$ cat src/rtl/rd_vertex_offset_resp_pkg.sv
// Shared constants for the vertex-offset read-response stage.
// Holds the default widths, the result FIFO sizing and the bit positions
// of the start/end offset fields inside one offset-RAM word.
package rd_vertex_offset_resp_pkg;

  localparam int V_ID_WIDTH_DEF    = 20;
  localparam int V_VALUE_WIDTH_DEF = 32;
  localparam int V_OFF_AWIDTH_DEF  = 15;
  localparam int V_OFF_DWIDTH_DEF  = 64;
  localparam int RD_LAT_DEF        = 2;
  localparam int FIFO_DEPTH_DEF    = 16;
  localparam int FULL_MARGIN_DEF   = 4;

  // Offset word layout: upper half is the end offset, lower half the start.
  localparam int END_LSB   = 32;
  localparam int START_LSB = 0;

endpackage

$ cat src/rtl/rd_vertex_offset_resp_fifo.sv
// offset_resp_fifo: synchronous FIFO holding processed vertex entries.
// Ports:
//   clk, rst      clock, asynchronous active-low reset
//   wr_en, din    write strobe and entry
//   rd_en         pop strobe (caller only asserts it when not empty)
//   dout          registered popped entry, holds when no pop
//   dout_valid    one-cycle pulse when dout was loaded
//   count, empty  current occupancy and empty flag
module offset_resp_fifo
  import rd_vertex_offset_resp_pkg::*;
#(
  parameter int WIDTH = 8,
  parameter int DEPTH = FIFO_DEPTH_DEF
) (
  input  logic                     clk,
  input  logic                     rst,
  input  logic                     wr_en,
  input  logic [WIDTH-1:0]         din,
  input  logic                     rd_en,
  output logic [WIDTH-1:0]         dout,
  output logic                     dout_valid,
  output logic [$clog2(DEPTH):0]   count,
  output logic                     empty
);

  localparam int AW = $clog2(DEPTH);
  localparam logic [AW:0] ONE = (AW+1)'(1);

  logic [WIDTH-1:0] mem [DEPTH];
  logic [AW-1:0]    wr_ptr;
  logic [AW-1:0]    rd_ptr;
  logic             full;
  logic             do_wr;
  logic             do_rd;

  assign empty = (count == '0);
  assign full  = (count == (AW+1)'(DEPTH));
  // A write into a full FIFO is still legal when a pop frees a slot in the same cycle.
  assign do_wr = wr_en && (!full || rd_en);
  assign do_rd = rd_en && !empty;

  always_ff @(posedge clk) begin
    if (do_wr) mem[wr_ptr] <= din;
  end

  // Pointers wrap naturally because DEPTH is a power of two.
  always_ff @(posedge clk or negedge rst) begin
    if (!rst) begin
      wr_ptr     <= '0;
      rd_ptr     <= '0;
      count      <= '0;
      dout       <= '0;
      dout_valid <= 1'b0;
    end else begin
      dout_valid <= do_rd;
      if (do_rd) begin
        dout   <= mem[rd_ptr];
        rd_ptr <= rd_ptr + AW'(1);
      end
      if (do_wr) wr_ptr <= wr_ptr + AW'(1);
      case ({do_wr, do_rd})
        2'b10:   count <= count + ONE;
        2'b01:   count <= count - ONE;
        default: ;
      endcase
    end
  end

  // Upstream credit accounting must make this impossible.
  overflow_check: assert property (@(posedge clk) disable iff (!rst)
    !(wr_en && full && !rd_en));

endmodule

$ cat src/rtl/rd_vertex_offset_resp.sv
// rd_vertex_offset_resp: issues the vertex-offset BRAM read for each active
// vertex, realigns the vertex sideband with the fixed-latency read data,
// splits the offset word into edge start / edge count and buffers the result
// in a credit-managed FIFO feeding the edge-read stage.
// Ports:
//   clk, rst                      clock, asynchronous active-low reset
//   front_*                       incoming vertex, its offset address, iteration end
//   next_stage_full               backpressure from the edge-read stage
//   v_off_rd_data                 BRAM data, RD_LAT cycles after the address
//   rd_v_off_addr, rd_v_off_en    BRAM read port
//   stage_full                    registered backpressure to the upstream stage
//   push_flag .. active_v_valid   buffered entry presented downstream
//   iteration_end(_valid)         iteration end, forwarded once fully drained
//   zero_deg_drop_cnt             only when OFFSET_ZERO_DEGREE_FILTER_EN is defined
// Build option OFFSET_ZERO_DEGREE_FILTER_EN: zero-degree vertices are dropped
// instead of buffered, and a saturating counter of dropped vertices is exposed.
module rd_vertex_offset_resp
  import rd_vertex_offset_resp_pkg::*;
#(
  parameter int V_ID_WIDTH    = V_ID_WIDTH_DEF,
  parameter int V_VALUE_WIDTH = V_VALUE_WIDTH_DEF,
  parameter int V_OFF_AWIDTH  = V_OFF_AWIDTH_DEF,
  parameter int V_OFF_DWIDTH  = V_OFF_DWIDTH_DEF,
  parameter int RD_LAT        = RD_LAT_DEF,
  parameter int FIFO_DEPTH    = FIFO_DEPTH_DEF,
  parameter int FULL_MARGIN   = FULL_MARGIN_DEF
) (
  input  logic                        clk,
  input  logic                        rst,
  input  logic                        front_push_flag,
  input  logic [V_ID_WIDTH-1:0]       front_active_v_id,
  input  logic [V_VALUE_WIDTH-1:0]    front_active_v_value,
  input  logic [V_OFF_AWIDTH-1:0]     front_rd_active_v_offset_addr,
  input  logic                        front_active_v_pull_first_flag,
  input  logic                        front_active_v_id_valid,
  input  logic                        front_iteration_end,
  input  logic                        front_iteration_end_valid,
  input  logic                        next_stage_full,
  input  logic [V_OFF_DWIDTH-1:0]     v_off_rd_data,
  output logic [V_OFF_AWIDTH-1:0]     rd_v_off_addr,
  output logic                        rd_v_off_en,
  output logic                        stage_full,
  output logic                        push_flag,
  output logic [V_ID_WIDTH-1:0]       active_v_id,
  output logic [V_VALUE_WIDTH-1:0]    active_v_value,
  output logic                        active_v_pull_first_flag,
  output logic [V_OFF_DWIDTH/2-1:0]   active_v_edge_start,
  output logic [V_OFF_DWIDTH/2-1:0]   active_v_edge_num,
  output logic                        active_v_valid,
  output logic                        iteration_end,
  output logic                        iteration_end_valid
`ifdef OFFSET_ZERO_DEGREE_FILTER_EN
  ,
  output logic [31:0]                 zero_deg_drop_cnt
`endif
);

  localparam int HALF_W  = V_OFF_DWIDTH / 2;
  localparam int CNT_W   = $clog2(FIFO_DEPTH) + 1;
  localparam int OCC_W   = CNT_W + 1;
  localparam int ENTRY_W = 2 + V_ID_WIDTH + V_VALUE_WIDTH + 2 * HALF_W;
  localparam logic [OCC_W-1:0] FULL_THRESH = OCC_W'(FIFO_DEPTH - FULL_MARGIN);

  assign rd_v_off_en   = front_active_v_id_valid;
  assign rd_v_off_addr = front_rd_active_v_offset_addr;

  logic [RD_LAT-1:0]        pipe_valid;
  logic [RD_LAT-1:0]        pipe_push;
  logic [RD_LAT-1:0]        pipe_pf;
  logic [V_ID_WIDTH-1:0]    pipe_id    [RD_LAT];
  logic [V_VALUE_WIDTH-1:0] pipe_value [RD_LAT];

  // Sideband delay line matching the BRAM read latency; the last stage is
  // aligned with v_off_rd_data.
  always_ff @(posedge clk or negedge rst) begin
    if (!rst) begin
      pipe_valid <= '0;
      pipe_push  <= '0;
      pipe_pf    <= '0;
      for (int i = 0; i < RD_LAT; i++) begin
        pipe_id[i]    <= '0;
        pipe_value[i] <= '0;
      end
    end else begin
      pipe_valid[0] <= front_active_v_id_valid;
      pipe_push[0]  <= front_push_flag;
      pipe_pf[0]    <= front_active_v_pull_first_flag;
      pipe_id[0]    <= front_active_v_id;
      pipe_value[0] <= front_active_v_value;
      for (int i = 1; i < RD_LAT; i++) begin
        pipe_valid[i] <= pipe_valid[i-1];
        pipe_push[i]  <= pipe_push[i-1];
        pipe_pf[i]    <= pipe_pf[i-1];
        pipe_id[i]    <= pipe_id[i-1];
        pipe_value[i] <= pipe_value[i-1];
      end
    end
  end

  logic [HALF_W-1:0] end_off;
  logic [HALF_W-1:0] start_off;
  logic [HALF_W-1:0] edge_num;
  logic              aligned_valid;

  assign aligned_valid = pipe_valid[RD_LAT-1];
  assign end_off       = v_off_rd_data[END_LSB +: HALF_W];
  assign start_off     = v_off_rd_data[START_LSB +: HALF_W];
  // A corrupt word with end below start is treated as a vertex with no edges.
  assign edge_num      = (end_off >= start_off) ? (end_off - start_off) : '0;

  logic               fifo_wr;
  logic               fifo_rd;
  logic               fifo_empty;
  logic               fifo_dout_valid;
  logic [ENTRY_W-1:0] fifo_din;
  logic [ENTRY_W-1:0] fifo_dout;
  logic [CNT_W-1:0]   fifo_count;

`ifdef OFFSET_ZERO_DEGREE_FILTER_EN
  assign fifo_wr = aligned_valid && (edge_num != '0);

  // Saturating count of zero-degree vertices that were never buffered.
  always_ff @(posedge clk or negedge rst) begin
    if (!rst) begin
      zero_deg_drop_cnt <= '0;
    end else if (aligned_valid && (edge_num == '0) && (zero_deg_drop_cnt != '1)) begin
      zero_deg_drop_cnt <= zero_deg_drop_cnt + 32'd1;
    end
  end
`else
  assign fifo_wr = aligned_valid;
`endif

  assign fifo_din = {pipe_push[RD_LAT-1], pipe_id[RD_LAT-1], pipe_value[RD_LAT-1],
                     pipe_pf[RD_LAT-1], start_off, edge_num};
  assign fifo_rd  = !next_stage_full && !fifo_empty;

  offset_resp_fifo #(
    .WIDTH (ENTRY_W),
    .DEPTH (FIFO_DEPTH)
  ) u_fifo (
    .clk        (clk),
    .rst        (rst),
    .wr_en      (fifo_wr),
    .din        (fifo_din),
    .rd_en      (fifo_rd),
    .dout       (fifo_dout),
    .dout_valid (fifo_dout_valid),
    .count      (fifo_count),
    .empty      (fifo_empty)
  );

  // The FIFO output register doubles as the stage output register.
  assign {push_flag, active_v_id, active_v_value, active_v_pull_first_flag,
          active_v_edge_start, active_v_edge_num} = fifo_dout;
  assign active_v_valid = fifo_dout_valid;

  logic [CNT_W-1:0] inflight;
  logic [OCC_W-1:0] occ;

  // Entries already launched at the BRAM hold a credit until they land.
  always_comb begin
    inflight = '0;
    for (int i = 0; i < RD_LAT; i++) begin
      inflight = inflight + CNT_W'(pipe_valid[i]);
    end
  end

  assign occ = OCC_W'(fifo_count) + OCC_W'(inflight);

  // Iteration end is only forwarded once nothing of the iteration remains here.
  always_ff @(posedge clk or negedge rst) begin
    if (!rst) begin
      stage_full          <= 1'b0;
      iteration_end       <= 1'b0;
      iteration_end_valid <= 1'b0;
    end else begin
      stage_full <= (occ >= FULL_THRESH);
      if (front_iteration_end && front_iteration_end_valid && (pipe_valid == '0) &&
          fifo_empty && !front_active_v_id_valid) begin
        iteration_end       <= 1'b1;
        iteration_end_valid <= 1'b1;
      end else begin
        iteration_end       <= 1'b0;
        iteration_end_valid <= 1'b0;
      end
    end
  end

endmodule

$ cat config.mk
export PLATFORM = sky130hd
export DESIGN_NAME = rd_vertex_offset_resp
export DESIGN_NICKNAME = d
export VERILOG_FILES = /design/src/rtl/rd_vertex_offset_resp_pkg.sv /design/src/rtl/rd_vertex_offset_resp_fifo.sv /design/src/rtl/rd_vertex_offset_resp.sv
export SDC_FILE = /design/constraint.sdc
export NUM_CORES = 2
export LEC_CHECK = 0
export BUFFER_PORTS_ARGS = -buffer_cell sky130_fd_sc_hd__buf_4
export CORE_ASPECT_RATIO = 0.75
export CORE_UTILIZATION = 55
export DETAILED_ROUTE_END_ITERATION = 10
export GPL_TIMING_DRIVEN = 0
export MAX_ROUTING_LAYER = met4
export PLACE_DENSITY = 0.72
export SKIP_CTS_REPAIR_TIMING = 1
export SYNTH_ARGS = -nofsm -noshare
export SYNTH_HDL_FRONTEND = slang
export SYNTH_SLANG_ARGS = --single-unit
$ cat constraint.sdc
create_clock -name clk -period 11 [get_ports clk]
set_input_delay 1.65 -clock clk [delete_from_list [all_inputs] [get_ports clk]]
set_output_delay 1.65 -clock clk [all_outputs]
set_load 0.005 [all_outputs]
==> out/metrics.cfg <==
[worst_setup_path]
r2r-end = u_fifo.count[4]
worstPathArrival_ns = 5.37
cp_common_cell = buf_4
crit_required_ns = 11.46
cp_cell_sequence = buf_4 > inv_1 > ha_1 > clkbuf_1 > nand4_1 > nor4_1 > o2111ai_1 > and2_1 > buf_2 > buf_4 > a211oi_2
cp-end-kind = flip-flop
critPathLaunchType = primary input
slowest_stage = a211oi_2
cpPeakStageDelay_ns = 0.88
timing.rr.start = u_fifo.count[1]
worst-path-max-fanout = 17
reg2reg_depth = 13
critPathKind = in2reg
rrSetupSlack_ns = 6.82

[global_routing]
grt_pass1_vias = 39222
grt_util_all_layers_pct = 27.8
grt_pass1_wl_um = 282000
overflow = 0
antenna_found_initial = 7
grt_max_degree = 100

[power]
p_comb_share_pct = 29.4
cell_internal_pwr_mw = 17.3
ir_drop_uv = 209
leakage_nw = 31.6
p_sw_share_pct = 28.7
p_total_mw = 24.3
p_seq_share_pct = 42.3
switchingPower_mw = 6.97
p_per_area_nw_per_um2 = 256
clkPwrFrac_pct = 28.4

[logic_synthesis]
synth_edf_count = 1888
synth_seq_area_share_pct = 77.4
syn_nets = 3598
synth.top_cell.area_share_pct = 69.9
synth_area_um2 = 81200
synth-seq-cells = 2132
synth-xor-area-share_pct = 0.367
synth.area.top_cells = edfxtp_1 (70%), mux4_2 (16%), dfrtp_1 (7.5%)
ys_types = 59
synth_top_area_cell = edfxtp_1
synth.avg_cell_area_um2 = 23.8
ys.flop_type = edfxtp_1
synth_warnings = 0
synth_top_family_by_area = multiplexers
async_flop_share_pct = 11.4
synthMuxAreaShare_pct = 18.1
synth-compound-area-share_pct = 0.970
netlist_instances = 3416
synth_fa_ha_area_share_pct = 0.681
synth-simple-area-share_pct = 0.914

[detailed_routing]
via_count = 39110
top_layer = met4
wl_per_cell_um = 32.0
drt-total-wl_um = 197000
drc = 0
dr_wl_met3_um = 19600
via_per_inst = 6.35
drt_iter0_drc = 5357
wl_met2_um = 93700
first_pass_iters = 7
met1_length_um = 77800
ant_nets = 0

[timing]
slew_headroom_pct = -0.0917
setup_viol = 0
setup_tns_ns = 0
worst_pin_slew_ns = 1.50
finalHoldViolCount = 0
post-route-min-period_ns = 4.90
rsz0062_at_grt = no
clock_skew_ns = 0.0431
post-route-period-util_pct = 44.6
slew_viol_final = 11
max_freq_ghz = 0.204

[clock_network]
htree_levels = 4
cts_tree = yes
clk_latency_ns = 0.84
clockRootBuffer = clkbuf_16
numCtsBuffers = 194
cts.sinks = 2132
clk_pin_slew_ns = 0.06
cts_buffer_depth = 3

[cells_and_area]
fillers = 9272
final_cell_mix = edfxtp_1 (1888), mux4_2 (590), buf_4 (280), dfrtp_1 (244), clkbuf_16 (201)
layout-drive-gt1-share_pct = 36.2
regArea_um2 = 62800
area_delta_synth_final_pct = 16.8
fin_nets = 4196
final_common_cell = edfxtp_1
multi_input_area_um2 = 17200

[place]
place_congestion = 0.830
dpl.hpwl_um = 123000
portBuffers = 261

[floorplanning]
pin_count = 277
num_rows = 121
die_w_um = 446
start_util_pct = 55.7
fp.coreArea_um2 = 146000
die_y_um = 335
dieArea_um2 = 149000

[min_path]
holdPathEnd = fifo_din[69]
worstHoldStart = pipe_value[36]
min_path_type = reg2reg
whs_path_depth = 0

[job]
maxCapViolCount = 1

[status]
violations = capacitance limit, slew limit
status = finished with violations

per-stage QoR:
| step | hold slack [ns] | instances | worst slack, ns | util, % | cell area (um2) |
|---|---|---|---|---|---|
| 6_report | 0.329 | 6160 | 6.10 | 65.0 | 94800 |
| 3_3_place_gp | 0.335 | 5645 | -11.48 | 58.7 | 85600 |
| 5_1_grt | 0.348 | 6159 | 5.87 | 65.0 | 94800 |
| 2_1_floorplan | 0.331 | 3416 | 0.0162 | - | 81200 |
| 4_1_cts | 0.334 | 6155 | 5.79 | 65.0 | 94700 |
| 3_5_place_dp | 0.335 | 5786 | 4.91 | 60.5 | 88200 |
worst max path at each step:
stage / start / endpoint / slack [ns] / cells past startpoint
2_1_floorplan: next_stage_full / u_fifo.mem[0][0] / 0.02 / 5
3_3_place_gp: next_stage_full / u_fifo.mem[2][15] / -11.48 / 6
3_5_place_dp: v_off_rd_data[10] / u_fifo.mem[10][22] / 4.91 / 11
4_1_cts: v_off_rd_data[10] / u_fifo.mem[8][26] / 5.79 / 11
5_1_grt: v_off_rd_data[10] / u_fifo.mem[12][9] / 5.87 / 11
6_report: v_off_rd_data[10] / u_fifo.mem[4][9] / 6.10 / 11
metal layers:
layer	track usage (%)	vias up
met4	9.31	0
met2	40.9	2233
met1	39.2	20926
met5	-	-
li1	-	15619
met3	6.01	332
registers in the layout, indices dropped and copies added (netlist names):
name,flops
u_fifo.dout_valid,1
pipe_id,20
pipe_pf,2
pipe_push,2
u_fifo.dout,118
u_fifo.mem,1888
iteration_end,1
fifo_din,52
u_fifo.wr_ptr,4
pipe_valid,2
stage_full,1
u_fifo.rd_ptr,4
u_fifo.count,5
pipe_value,32
layout make-up:
cell class              count  share of cell area (%)
diodes                      5                  0.0132
well taps                1968                    2.60
plain buffers             177                    1.20
inverters                  48                   0.190
clock inverters           101                    1.10
repair buffers            402                    4.72
multi-input cells        1059                    18.1
flip-flops and latches   2132                    66.3
clock buffers             268                    5.77
logic make-up after synthesis:
family | Yosys count
DFF | 2132
muxes | 712
buffers and inverters | 225
and+or+nand+nor | 154
AOI/OAI and AO/OA | 116
adders and majority gates | 43
xor gates and xnor gates | 34
critical path: cells and delay by family:
kind                       cells  cell delay, ns
buffers and inverters          5            1.10
AOI/OAI and AO/OA              2            1.10
and+or+nand+nor                3            1.21
adders and majority gates      1            0.27
synth_stat cells, types with 3 or more instances:
cell,count
a31oi_1,3
a21oi_1,33
nor2b_1,3
nand2b_1,7
nor2_1,54
a211oi_1,6
ha_1,41
edfxtp_1,1888
o21bai_1,6
buf_4,20
buf_6,51
xnor2_1,19
nand4_1,12
inv_1,48
mux4_2,590
buf_1,16
xor2_1,15
nor3_1,17
nand3_1,9
a21o_1,19
o21ai_0,19
nor4_1,4
clkbuf_1,78
nand2_1,32
o21a_1,5
and3_1,3
mux2_2,120
o2111ai_1,3
buf_2,12
dfrtp_1,244
power groups by stage:
stage          clock [mW]  combinational, mW  sequential, mW
2_1_floorplan           0               4.45            10.4
3_3_place_gp            0               6.75            10.8
3_5_place_dp            0               7.16            10.4
4_1_cts              6.97               7.22            10.3
5_1_grt              7.27               7.50            10.3
6_report             6.88               7.13            10.3
(Power assumes the default switching activity.)
